<file path="src/rtl/sensor_fault_handler.sv">
// Purpose : debounces the sensor detector's error line, latches the sensor snapshot on a qualified fault,
//           holds a sticky fault flag until the host acknowledges it, and keeps a saturating fault count.
// Latency : error first sampled high at edge k and held -> fault visible after edge k+DEBOUNCE-1.
// Backpressure: none; ack is the only handshake, and it is honoured only while a fault is pending.
//
// Ports:
//   clk, rst      - clock; synchronous active-high reset
//   error         - raw error line from the detector, sampled every edge
//   sensors[3:0]  - sensor vector, captured into fault_code at qualification
//   ack           - host acknowledge (pulse or level)
//   clr_count     - synchronous clear of fault_count (wins over a coincident capture)
//   fault         - sticky qualified-fault flag
//   fault_code    - sensors value captured at the last qualification
//   fault_count   - saturating count of qualified faults
//   busy          - high whenever the handler is not idle
module sensor_fault_handler #(
  parameter int unsigned DEBOUNCE = 3,
  parameter int unsigned CNT_W    = 8
) (
  input  logic             clk,
  input  logic             rst,
  input  logic             error,
  input  logic [3:0]       sensors,
  input  logic             ack,
  input  logic             clr_count,
  output logic             fault,
  output logic [3:0]       fault_code,
  output logic [CNT_W-1:0] fault_count,
  output logic             busy
);

  typedef enum logic [1:0] {
    IDLE       = 2'd0,
    QUALIFY    = 2'd1,
    FAULT      = 2'd2,
    WAIT_CLEAR = 2'd3
  } state_t;

  // Counter value at which the next high sample completes qualification.
  localparam logic [3:0]       DB_LAST = 4'(DEBOUNCE - 1);
  localparam logic [CNT_W-1:0] CNT_MAX = '1;

  state_t           state_q, state_d;
  logic [3:0]       cnt_q, cnt_d;
  logic             fault_q, fault_d;
  logic [3:0]       code_q, code_d;
  logic [CNT_W-1:0] count_q, count_d;
  logic             busy_q, busy_d;
  logic             capture;

  always_comb begin
    state_d = state_q;
    cnt_d   = cnt_q;
    code_d  = code_q;
    count_d = count_q;
    capture = 1'b0;

    case (state_q)
      IDLE: begin
        if (error) begin
          if (DEBOUNCE == 1) begin
            state_d = FAULT;
            capture = 1'b1;
          end else begin
            state_d = QUALIFY;
            cnt_d   = 4'd1;
          end
        end
      end
      QUALIFY: begin
        if (!error) begin
          // A glitch shorter than DEBOUNCE leaves no trace.
          state_d = IDLE;
          cnt_d   = 4'd0;
        end else if (cnt_q == DB_LAST) begin
          state_d = FAULT;
          cnt_d   = 4'd0;
          capture = 1'b1;
        end else begin
          cnt_d = cnt_q + 4'd1;
        end
      end
      FAULT: begin
        // A still-active error parks in WAIT_CLEAR so it is not counted twice.
        if (ack) begin
          state_d = error ? WAIT_CLEAR : IDLE;
        end
      end
      WAIT_CLEAR: begin
        if (!error) begin
          state_d = IDLE;
        end
      end
      default: begin
        state_d = IDLE;
        cnt_d   = 4'd0;
      end
    endcase

    if (capture) begin
      code_d = sensors;
      if (count_q != CNT_MAX) begin
        count_d = count_q + CNT_W'(1);
      end
    end

    // Clear overrides a coincident capture increment; the snapshot still updates.
    if (clr_count) begin
      count_d = '0;
    end

    fault_d = (state_d == FAULT);
    busy_d  = (state_d != IDLE);
  end

  always_ff @(posedge clk) begin
    if (rst) begin
      state_q <= IDLE;
      cnt_q   <= 4'd0;
      fault_q <= 1'b0;
      code_q  <= 4'd0;
      count_q <= '0;
      busy_q  <= 1'b0;
    end else begin
      state_q <= state_d;
      cnt_q   <= cnt_d;
      fault_q <= fault_d;
      code_q  <= code_d;
      count_q <= count_d;
      busy_q  <= busy_d;
    end
  end

  assign fault       = fault_q;
  assign fault_code  = code_q;
  assign fault_count = count_q;
  assign busy        = busy_q;

endmodule

</file>
<file path="config.mk">
export PLATFORM = sky130hd
export DESIGN_NAME = sensor_fault_handler
export DESIGN_NICKNAME = d
export VERILOG_FILES = /design/src/rtl/sensor_fault_handler.sv
export SDC_FILE = /design/constraint.sdc
export NUM_CORES = 1
export LEC_CHECK = 0
export CELL_PAD_IN_SITES_DETAIL_PLACEMENT = 1
export CELL_PAD_IN_SITES_GLOBAL_PLACEMENT = 1
export CORE_MARGIN = 2
export CORE_UTILIZATION = 38
export DETAILED_ROUTE_END_ITERATION = 6
export PLACE_DENSITY = 0.89
export SLEW_MARGIN = 10
export SYNTH_ARGS = -nofsm -noshare
export SYNTH_HDL_FRONTEND = slang
export SYNTH_SLANG_ARGS = --single-unit
</file>
<file path="constraint.sdc">
create_clock -name clk -period 4.6 [get_ports clk]
set_input_delay 0.92 -clock clk [delete_from_list [all_inputs] [get_ports clk]]
set_output_delay 0.92 -clock clk [all_outputs]
set_load 0.005 [all_outputs]
</file>
Word level (Yosys, flattened, before mapping)
Index checks and enable logic that the tools add are counted.

Register bits after elaboration: 20. Input bits: 9. Output and inout port bits: 14.

Add/subtract/negate cells: 2. Eq/ne operators: 7. Multiplexer cells: 14. Reduce and logical (&&, ||, !) cells: 6.

Operator list (number): $mux 2 (6); $mux 4 (3); $add 8x1->8 const B (1); $ne 8x8->1 const B (1); $pmux 2 s4 (1); $pmux 4 s2 (1); $eq 2x2->1 const B (3); $add 4x1->4 const B (1); $eq 4x2->1 const B (1); $reduce_and 2->1 (2); $reduce_bool 2->1 (2); $mux 1 (3); $eq 2x1->1 const B (1); $logic_not 2->1 (1); $ne 2x2->1 const B (1); $reduce_or 2->1 (1).

Longest topological paths before layout
Gate-level depths: netlist of run 1.

Word-level depth: 5. Gate-level depth with buffers: 7. Gate-level depth less buffers: 6.

Worst setup path before layout of run 1
OpenSTA, ideal clock, no wires.

Path kind: input port to flip-flop. Start: in error. End: reg count_q[5] (netlist: fault_count[5]). Arrival: 1782 ps. Slack: 2749 ps. Stages: 5. Buffers on the path: 1. Path through: and3b_1 > buf_4 > nand3_4 > or4_1 > a21oi_1.

Longest elaborated chain between the ends: 3.

RTL lines: start: declaration (RTL line 22) `input logic error,`; $mux 1 (RTL line 71) `if (!error) begin`; $mux 1 (RTL line 58) `case (state_q)`; $reduce_and 2->1 (no source line); end signal: assignment (RTL line 129) `count_q <= count_d;`; end: declaration (RTL line 47) `logic [CNT_W-1:0] count_q, count_d;`.

No other way between the ends. A chain may end at the register's enable or synchronous reset.

Final worst setup path of run 1
Same ends and word-level chain as after synthesis.

==> impl_metrics.env, run 1 <==
export IMPL_rrSetupSlack_ns=2.74
export IMPL_p_leak_nw=0.428
export IMPL_synth_fp_nets=116
export IMPL_postCtsSetupBuffers=0
export IMPL_ios=23
export IMPL_yosys_warnings=0
export IMPL_powerDensity_nw_per_um2=249
export IMPL_synth_seq_cells=20
export IMPL_layout_drive_gt1_share=0.103
export IMPL_vias_per_cell=5.51
export IMPL_fin_worst_skew_ns=0.00116
export IMPL_hold_path_end="fault_code[0]$_SDFFE_PP0P_"
export IMPL_grt_max_degree=14
export IMPL_crit_family="simple AND/OR/NAND/NOR gates"
export IMPL_core_um2=2430
export IMPL_cp_end_kind="register"
export IMPL_maxSlewViolCount=0
export IMPL_drc=0
export IMPL_rows=18
export IMPL_wl_per_cell_um=15.3
export IMPL_start_util=0.397
export IMPL_final_cells=156
export IMPL_relSlewSlack=0.709
export IMPL_first_iter_violations=6
export IMPL_fin_crit_ns=2.34
export IMPL_worst_slew_pin_slew_ns=0.435
export IMPL_r2r_start="cnt_q[0]$_SDFFE_PP0P_"
export IMPL_dr_pass1_iters=4
export IMPL_worstHoldPathType="reg -> reg"
export IMPL_maxCapViolCount=0
export IMPL_ys_seq_area_frac=0.415
export IMPL_gp_congestion=0.721
export IMPL_num_vias=860
export IMPL_crit_path_max_fanout=8
export IMPL_cts_max_level=1
export IMPL_area_growth_pct=27.8
export IMPL_detailed_place_hpwl_um=1770
export IMPL_yosys_area_top_type_share=0.415
export IMPL_finalSetupTns_ns=0
export IMPL_fin_ws_ns=2.26
export IMPL_cts_tree="built"
export IMPL_total_power_uw=307
export IMPL_hold_ws_ns=0.532
export IMPL_fp_dieW_um=54.4
export IMPL_syn_area_um2=965
export IMPL_required_ns=4.86
export IMPL_synthTopCellsByArea="dfxtp_1, mux2i_1, nor2_1, a21oi_1, ha_1"
export IMPL_diodes=0
export IMPL_rsz0062_at_grt="false"
export IMPL_use_met2=0.343
export IMPL_syn_inst=104
export IMPL_fin_nets=139
export IMPL_cts_buffers=3
export IMPL_startpoint_type="primary input"
export IMPL_clk_pin_slew_ns=0.12
export IMPL_grt_pass1_wl_um=3950
export IMPL_crit_type="in -> reg"
export IMPL_wl_um=2380
export IMPL_avgSynthCellArea_um2=9.28
export IMPL_port_buffers=22
export IMPL_ys_types=38
export IMPL_grt_overflow_total=0
export IMPL_grtUsageMet3=0.0273
export IMPL_peakVddDrop_uv=160
export IMPL_whs_path_depth=2
export IMPL_grt_util_met1=0.212
export IMPL_hp_start="fault_code[0]$_SDFFE_PP0P_"
export IMPL_clkLatencyLatePin_ns=0.31
export IMPL_synth_top_area_cell="dfxtp_1"
export IMPL_ant_nets=0
export IMPL_cp_arrival_ns=2.60
export IMPL_hold_viol=0
export IMPL_critPathMaxStageDelay_ns=0.60
export IMPL_critPathSlowestCell="clkdlybuf4s50_1"
export IMPL_max_freq_mhz=427
export IMPL_dieArea_um2=2960
export IMPL_antenna_found_initial=0
export IMPL_numClockSinks=20
export IMPL_place_ws_ns=1.95
export IMPL_status="complete, no violations"
export IMPL_cts_hold_buf=0
export IMPL_setup_viol=0
export IMPL_cp_cell_sequence="clkdlybuf4s50_1 -> and3b_1 -> nand3_4 -> or4_1 -> a21oi_1"
export IMPL_worstRegToRegCells=6
export IMPL_min_period_over_period=0.509
export IMPL_clock_tree_root_cell="clkbuf_4"
export IMPL_grtUsageTotal=0.185
export IMPL_dpl_cell_count=152
export IMPL_crit_buf_inv=1
export IMPL_grt_pass1_vias=870
export IMPL_grt_busiest_layer="met2"
export IMPL_r2r_end="fault_code[3]$_SDFFE_PP0P_"
export IMPL_die_h_um=54.4
export IMPL_cts_buffer_depth=2
export IMPL_cts_resized=0
## final cells by class
class / instances / area [µm²]
Clock buffer: 4 / 36.3
Sequential cell: 20 / 400
Tap cell: 30 / 37.5
Fill cell: 298 / 1200
Inverter: 4 / 15.0
Timing Repair Buffer: 22 / 220
Multi-Input combinational cell: 76 / 523
## synth_stat cells (all sizes together)
cell type and count:
nand4b 1, and4 1, or3 2, nand4 1
xor2 1, clkbuf 1, or3b 1, o21ai 4
a31o 1, clkdlybuf4s18 1, a211oi 3, nor3b 1
nand3 7, a31oi 3, or4 1, buf 2
a2bb2oi 1, o211ai 1, and3b 1, or2 1
ha 3, inv 4, o31ai 1, and4b 1
nand2 5, nor2 12, a21oi 8, nand3b 2
dfxtp 20, mux2i 6, and3 3, nor3 4
## cells in the final DEF, fill, tap and decap left out, types with 2 or more instances in the layout
cell             Yosys  layout
nand3_1              6       6
clkbuf_4             0       3
nand2_1              5       5
and3_1               2       2
or3_1                2       2
a21oi_1              8       8
inv_1                4       4
o21ai_0              4       4
nor2_1              11      11
a211oi_1             2       2
dfxtp_1             20      20
a31oi_1              3       3
mux2i_1              6       6
nand3b_1             2       2
ha_1                 3       3
nor3_1               3       3
clkdlybuf4s50_1      0      22
## per-stage QoR
stage	cell area, µm²	utilization
6_report	1230	0.507
5_1_grt	1230	0.507
4_1_cts	1230	0.507
3_5_place_dp	1200	0.492
3_3_place_gp	1200	0.492
2_1_floorplan	965	-
## how the worst max path moves through the flow
stage               startpoint                     endpoint  slack [ns]  cells past startpoint
floorplan                error  fault_count[5]$_SDFFE_PP0P_        2.75                      5
global placement         error  fault_count[5]$_SDFFE_PP0P_        2.02                      5
detailed placement       error  fault_count[5]$_SDFFE_PP0P_        1.95                      5
CTS                      error  fault_count[5]$_SDFFE_PP0P_        2.26                      5
global route             error  fault_count[5]$_SDFFE_PP0P_        2.18                      5
finish                   error  fault_count[5]$_SDFFE_PP0P_        2.26                      5
## registers in the layout (all words and copies together), names as in the netlist
register,cells
fault_count,8
cnt_q,4
fault_code,4
state_q,2
busy,1
fault,1
## logic make-up (layout without fill, tap and decap cells)
logic type	Yosys count	in the layout	share of synthesized area
fa+ha+maj	3	3	0.0389
buf+inv	8	30	0.0428
xor+xnor	1	1	0.00908
compound gates	22	22	0.144
flops	20	20	0.415
simple gates	44	44	0.288
mux	6	6	0.0623
## tightest hold or removal path: stages, from the launching register on
cell and delay, ns:
dfxtp_1 0.35, mux2i_1 0.07, nor2_1 0.09
## power by group
part,switching [mW],leakage [nW],internal [mW],total [mW]
clock,0.0600,0.0210,0.0484,0.108
sequential,0.00197,0.162,0.175,0.177
combinational,0.0102,0.245,0.0111,0.0213
## routing by layer
layer / part of all wire / vias to the layer above
met3: 0.043 / 2
li1: - / 425
met4: 0.0071 / 0
met1: 0.42 / 411
met2: 0.53 / 22
met5: 0 / -
Note: power is estimated with default switching activity, not from simulation.
==> run 2, diff against run 1 <==
--- a/config.mk
+++ b/config.mk
@@ -8,9 +8,9 @@
 export CELL_PAD_IN_SITES_DETAIL_PLACEMENT = 1
 export CELL_PAD_IN_SITES_GLOBAL_PLACEMENT = 1
 export CORE_MARGIN = 2
-export CORE_UTILIZATION = 38
+export CORE_UTILIZATION = 36
 export DETAILED_ROUTE_END_ITERATION = 6
-export PLACE_DENSITY = 0.89
+export PLACE_DENSITY = 0.85
 export SLEW_MARGIN = 10
 export SYNTH_ARGS = -nofsm -noshare
 export SYNTH_HDL_FRONTEND = slang
==> constraint.sdc (replaced) <==
create_clock -name clk -period 2.4 [get_ports clk]
set_input_delay 0.48 -clock clk [delete_from_list [all_inputs] [get_ports clk]]
set_output_delay 0.48 -clock clk [all_outputs]
set_load 0.005 [all_outputs]
==> run 2 against run 1 <==
  * Global-route usage fell by 3.0 points
  * Critical path depth grew 1
  * Final cell count is 1.3% higher
  * Clock-buffer cell count unchanged
  * Via count decreased by 0.23%
  * Critical endpoint is now fault_code[2]$_SDFFE_PP0P_
  * Power increased by 89%
  * Non-clock buffer count up 2
  * Hold slack got worse by 0.021 ns
  * First-iteration DRC count is 17% higher
  * Sequential cell count did not move
  * Highest routed layer unchanged
==> impl_metrics.env, run 2 (synthesized netlist as in run 1, its figures left out) <==
export IMPL_core_um2=2500
export IMPL_grt_pass1_wl_um=3910
export IMPL_startpoint_type="register"
export IMPL_critPathMaxStageDelay_ns=0.48
export IMPL_crit_buf_inv=1
export IMPL_drc=0
export IMPL_powerDensity_nw_per_um2=465
export IMPL_cts_buffers=3
export IMPL_grt_max_degree=13
export IMPL_cp_end_kind="register"
export IMPL_cts_hold_buf=0
export IMPL_fp_dieW_um=55.8
export IMPL_antenna_found_initial=0
export IMPL_ios=23
export IMPL_port_buffers=22
export IMPL_required_ns=2.61
export IMPL_fin_nets=141
export IMPL_finalSetupTns_ns=0
export IMPL_p_leak_nw=0.437
export IMPL_area_growth_pct=29.3
export IMPL_largest_reg_flops=8
export IMPL_grtUsageTotal=0.156
export IMPL_worstHoldPathType="reg -> reg"
export IMPL_hold_ws_ns=0.511
export IMPL_worstRegToRegCells=6
export IMPL_rsz0062_at_grt="false"
export IMPL_cp_num_cells=6
export IMPL_maxSlewViolCount=0
export IMPL_grt_overflow_total=0
export IMPL_fin_worst_skew_ns=0.00156
export IMPL_gp_congestion=0.728
export IMPL_ant_nets=0
export IMPL_numClockSinks=20
export IMPL_crit_type="reg -> reg"
export IMPL_diodes=0
export IMPL_cts_tree="built"
export IMPL_max_freq_mhz=546
export IMPL_hold_viol=0
export IMPL_peakVddDrop_uv=244
export IMPL_crit_family="simple AND/OR/NAND/NOR gates"
export IMPL_worst_slew_pin_slew_ns=0.423
export IMPL_start_util=0.386
export IMPL_relSlewSlack=0.715
export IMPL_whs_path_depth=2
export IMPL_cts_resized=0
export IMPL_rows=18
export IMPL_layout_drive_gt1_share=0.117
export IMPL_cp_cell_sequence="inv_1 -> ha_1 -> or3b_1 -> nor2_2 -> mux2i_1 -> nor2_1"
export IMPL_num_vias=858
export IMPL_min_period_over_period=0.763
export IMPL_wl_um=2310
export IMPL_fin_crit_ns=1.83
export IMPL_critPathSlowestCell="or3b_1"
export IMPL_first_iter_violations=7
export IMPL_crit_path_max_fanout=6
export IMPL_die_h_um=55.8
export IMPL_cp_arrival_ns=2.04
export IMPL_cts_buffer_depth=2
export IMPL_clkLatencyLatePin_ns=0.30
export IMPL_wl_per_cell_um=14.6
export IMPL_final_common_cell="clkdlybuf4s50_1"
export IMPL_vias_per_cell=5.43
export IMPL_setup_viol=0
export IMPL_clk_pin_slew_ns=0.11
export IMPL_detailed_place_hpwl_um=1740
export IMPL_status="complete, no violations"
export IMPL_grt_pass1_vias=843
export IMPL_dr_pass1_iters=4
export IMPL_cts_max_level=1
export IMPL_dieArea_um2=3110
export IMPL_total_power_uw=580
export IMPL_postCtsSetupBuffers=0
export IMPL_maxCapViolCount=0
export IMPL_clock_tree_root_cell="clkbuf_4"
export IMPL_final_cell_mix="clkdlybuf4s50_1, dfxtp_1, nor2_1, a21oi_1"
run 2: metrics by stage:
step	setup WS, ns	util	cells	area (µm²)
floorplan	0.763	-	104	965
global placement	0.365	0.484	154	1210
detailed placement	0.341	0.484	154	1210
CTS	0.563	0.499	158	1250
global route	0.403	0.499	158	1250
finish	0.569	0.499	158	1250
run 2: layout make-up:
class	count	area (µm²)
clock buffers	4	36.3
flip-flops and latches	20	400
well taps	30	37.5
multi-input cells	76	523
fillers	288	1250
repair buffers	24	235
inverters	4	15.0
run 2: power breakdown:
part / leakage, nW / switching [mW] / internal [mW] / total (mW)
clock network: 0.0210 / 0.105 / 0.0926 / 0.197
registers: 0.162 / 0.00385 / 0.335 / 0.339
logic: 0.254 / 0.0202 / 0.0234 / 0.0437
total: 0.437 / 0.129 / 0.451 / 0.580
run 2: worst paths after layout:
check / slack (ns) / endpoint / startpoint
worst min-delay path: 0.51 / fault_code[1]$_SDFFE_PP0P_ / fault_code[1]$_SDFFE_PP0P_
worst max register to register: 0.57 / fault_code[2]$_SDFFE_PP0P_ / cnt_q[0]$_SDFFE_PP0P_
worst max-delay path: 0.57 / fault_code[2]$_SDFFE_PP0P_ / cnt_q[0]$_SDFFE_PP0P_
worst min register to register: 0.51 / fault_code[1]$_SDFFE_PP0P_ / fault_code[1]$_SDFFE_PP0P_
run 2: worst register-to-register path: stages, from the launching register on:
cell     delay (ns)
dfxtp_1        0.35
inv_1          0.10
ha_1           0.17
or3b_1         0.48
nor2_2         0.34
mux2i_1        0.24
nor2_1         0.06
run 2: routing by layer:
metal / vias up / track usage / part of all wire
met5: - / 0 / 0
met3: 2 / 0.0279 / 0.040
met4: 0 / 0.0314 / 0.0074
met1: 410 / 0.186 / 0.44
met2: 22 / 0.289 / 0.51
li1: 424 / - / -
==> run 3, diff against run 2 <==
--- a/config.mk
+++ b/config.mk
@@ -8,9 +8,9 @@
 export CELL_PAD_IN_SITES_DETAIL_PLACEMENT = 1
 export CELL_PAD_IN_SITES_GLOBAL_PLACEMENT = 1
 export CORE_MARGIN = 2
-export CORE_UTILIZATION = 36
+export CORE_UTILIZATION = 32
 export DETAILED_ROUTE_END_ITERATION = 6
-export PLACE_DENSITY = 0.85
+export PLACE_DENSITY = 0.81
 export SLEW_MARGIN = 10
 export SYNTH_ARGS = -nofsm -noshare
 export SYNTH_HDL_FRONTEND = slang
==> constraint.sdc (replaced) <==
create_clock -name clk -period 1.5 [get_ports clk]
set_input_delay 0.3 -clock clk [delete_from_list [all_inputs] [get_ports clk]]
set_output_delay 0.3 -clock clk [all_outputs]
set_load 0.005 [all_outputs]
==> run 3 against run 2 <==
  * The run now ends with DRC, setup timing left
  * Utilization up 6.2 points
  * Design area up 26%
  * Clock skew rose by 0.0019 ns
  * Power is 95% higher
  * Die area grew 12%
  * Non-clock buffer count is 24 higher
==> impl_metrics.env, run 3 (synthesized netlist as in run 1, its figures left out) <==
export IMPL_status="finished, violations left"
export IMPL_violations="DRC, setup timing"
export IMPL_required_ns=1.79
export IMPL_die_h_um=58.9
export IMPL_setup_viol=15
export IMPL_final_cell_mix="buf_4, dfxtp_2, clkdlybuf4s50_1, nor2_1, dlymetal6s2s_1"
export IMPL_p_comb_frac=0.093
export IMPL_maxCapViolCount=0
export IMPL_fin_crit_ns=1.63
export IMPL_grt_max_degree=13
export IMPL_start_util=0.344
export IMPL_cts_tree="built"
export IMPL_dr_pass1_iters=6
export IMPL_port_buffers=22
export IMPL_p_leak_nw=0.734
export IMPL_area_growth_pct=63.0
export IMPL_largest_reg_flops=8
export IMPL_worstRegToRegCells=7
export IMPL_crit_type="reg -> reg"
export IMPL_r2r_start="cnt_q[0]$_SDFFE_PP0P_"
export IMPL_hp_start="fault_code[1]$_SDFFE_PP0P_"
export IMPL_vias_per_cell=5.36
export IMPL_startpoint_type="register"
export IMPL_cell_internal_pwr_uw=867
export IMPL_dieArea_um2=3470
export IMPL_multiInputGateArea_um2=601
export IMPL_cp_arrival_ns=1.92
export IMPL_grt_pass1_vias=1075
export IMPL_maxSlewViolCount=0
export IMPL_worst_slew_pin_slew_ns=0.314
export IMPL_grt_pass1_wl_um=5020
export IMPL_clkPwrFrac=0.430
export IMPL_r2r_end="fault_count[5]$_SDFFE_PP0P_"
export IMPL_wl_per_cell_um=17.4
export IMPL_powerDensity_nw_per_um2=720
export IMPL_ios=23
export IMPL_fin_worst_skew_ns=0.00349
export IMPL_relSlewSlack=0.790
export IMPL_grt_overflow_total=0
export IMPL_netSwitchingPower_uw=266
export IMPL_cts_buffers=3
export IMPL_clkLatencyLatePin_ns=0.35
export IMPL_whs_path_depth=2
export IMPL_peakVddDrop_uv=598
export IMPL_rsz0062_at_grt="true"
export IMPL_layout_drive_gt1_share=0.454
export IMPL_route_met2_wl_um=1570
export IMPL_clk_pin_slew_ns=0.13
export IMPL_p_sw_frac=0.235
export IMPL_fin_ws_ns=-0.127
export IMPL_drc=1
export IMPL_wl_um=3180
export IMPL_diodes=0
export IMPL_clock_tree_root_cell="clkbuf_4"
export IMPL_gp_congestion=0.781
export IMPL_cp_end_kind="register"
export IMPL_core_um2=2810
export IMPL_fill_cells=312
export IMPL_min_period_over_period=1.08
export IMPL_p_seq_frac=0.476
export IMPL_worstHoldPathType="reg -> reg"
export IMPL_final_common_cell="buf_4"
export IMPL_max_freq_mhz=615
export IMPL_cts_buffer_depth=2
export IMPL_cts_max_level=1
export IMPL_numClockSinks=20
export IMPL_ant_nets=0
export IMPL_grtUsageTotal=0.194
export IMPL_hold_viol=0
export IMPL_fp_dieW_um=58.9
export IMPL_detailed_place_hpwl_um=1990
export IMPL_finalSetupTns_ns=-1.05
export IMPL_highest_layer="met4"
export IMPL_antenna_found_initial=0
export IMPL_drt_met1_wl_um=1360
export IMPL_crit_path_max_fanout=3
export IMPL_first_iter_violations=14
export IMPL_final_seq_area_um2=422
export IMPL_route_met3_wl_um=174
export IMPL_placed_area_um2=1330
export IMPL_num_vias=981
export IMPL_total_power_mw=1.13
export IMPL_fin_nets=165
export IMPL_rows=19
export IMPL_cts_hold_buf=0
export IMPL_hold_ws_ns=0.505
export IMPL_hold_path_end="fault_code[1]$_SDFFE_PP0P_"
export IMPL_design_area_um2=1570
export IMPL_rrSetupSlack_ns=-0.13
run 3: cell count changes in the layout (fill, tap and decap cells not counted), sizes merged:
cell,previous run,this run
dlygate4sd2,0,3
clkdlybuf4s50,22,12
buf,2,26
bufinv,0,1
dlymetal6s2s,0,7
clkbuf,4,3
run 3: routing by layer:
metal	GRT usage	vias to the layer above
li1	-	476
met1	0.241	472
met2	0.321	27
met3	0.0527	6
met4	0.0682	0
met5	0	-
run 3: worst max path at each step:
stage,slack (ns),endpoint,start,depth (start not counted)
6_report,-0.13,fault_count[5]$_SDFFE_PP0P_,cnt_q[0]$_SDFFE_PP0P_,7
5_1_grt,-0.20,fault_count[5]$_SDFFE_PP0P_,cnt_q[0]$_SDFFE_PP0P_,7
4_1_cts,-0.09,fault_code[2]$_SDFFE_PP0P_,cnt_q[0]$_SDFFE_PP0P_,6
3_5_place_dp,-0.37,fault_count[5]$_SDFFE_PP0P_,error,5
3_3_place_gp,-0.32,fault_count[5]$_SDFFE_PP0P_,error,5
2_1_floorplan,-0.02,fault_count[6]$_SDFFE_PP0P_,cnt_q[0]$_SDFFE_PP0P_,7
run 3: worst max-delay path, stage by stage (launching register included):
cell and delay [ns]:
dfxtp_2 0.35, inv_2 0.07, ha_4 0.13, buf_6 0.08, nor3b_4 0.28, nand3_4 0.12
or4_4 0.43, a21oi_2 0.12
run 3: repair_timing:
| action | 4_1_cts | 5_1_grt |
|---|---|---|
| hold endpoints to repair | 0 | 0 |
| pin swaps | 5 | 14 |
| setup buffers | 8 | 1 |
| resized for setup | 23 | 24 |
| setup endpoints to repair | 26 | 26 |
run 3: final cells by class:
class	count	area share
clock buffers	3	0.0143
clock inverters	1	0.0191
inverters	4	0.00955
multi-input cells	76	0.382
flip-flops and latches	20	0.268
repair buffers	48	0.282
well taps	31	0.0247
run 3: through the flow:
stage / cells / utilization / setup slack (ns)
floorplan: 104 / - / -0.0245
global placement: 170 / 0.475 / -0.318
detailed placement: 170 / 0.475 / -0.367
CTS: 182 / 0.529 / -0.0882
global route: 183 / 0.561 / -0.202
finish: 183 / 0.561 / -0.127
run 3: power groups by stage:
stage	logic [mW]	clock network, mW	registers [mW]
floorplan	0.0351	0	0.554
global placement	0.0841	0	0.553
CTS	0.0954	0.478	0.539
detailed placement	0.0875	0	0.553
global route	0.114	0.508	0.540
finish	0.106	0.487	0.539
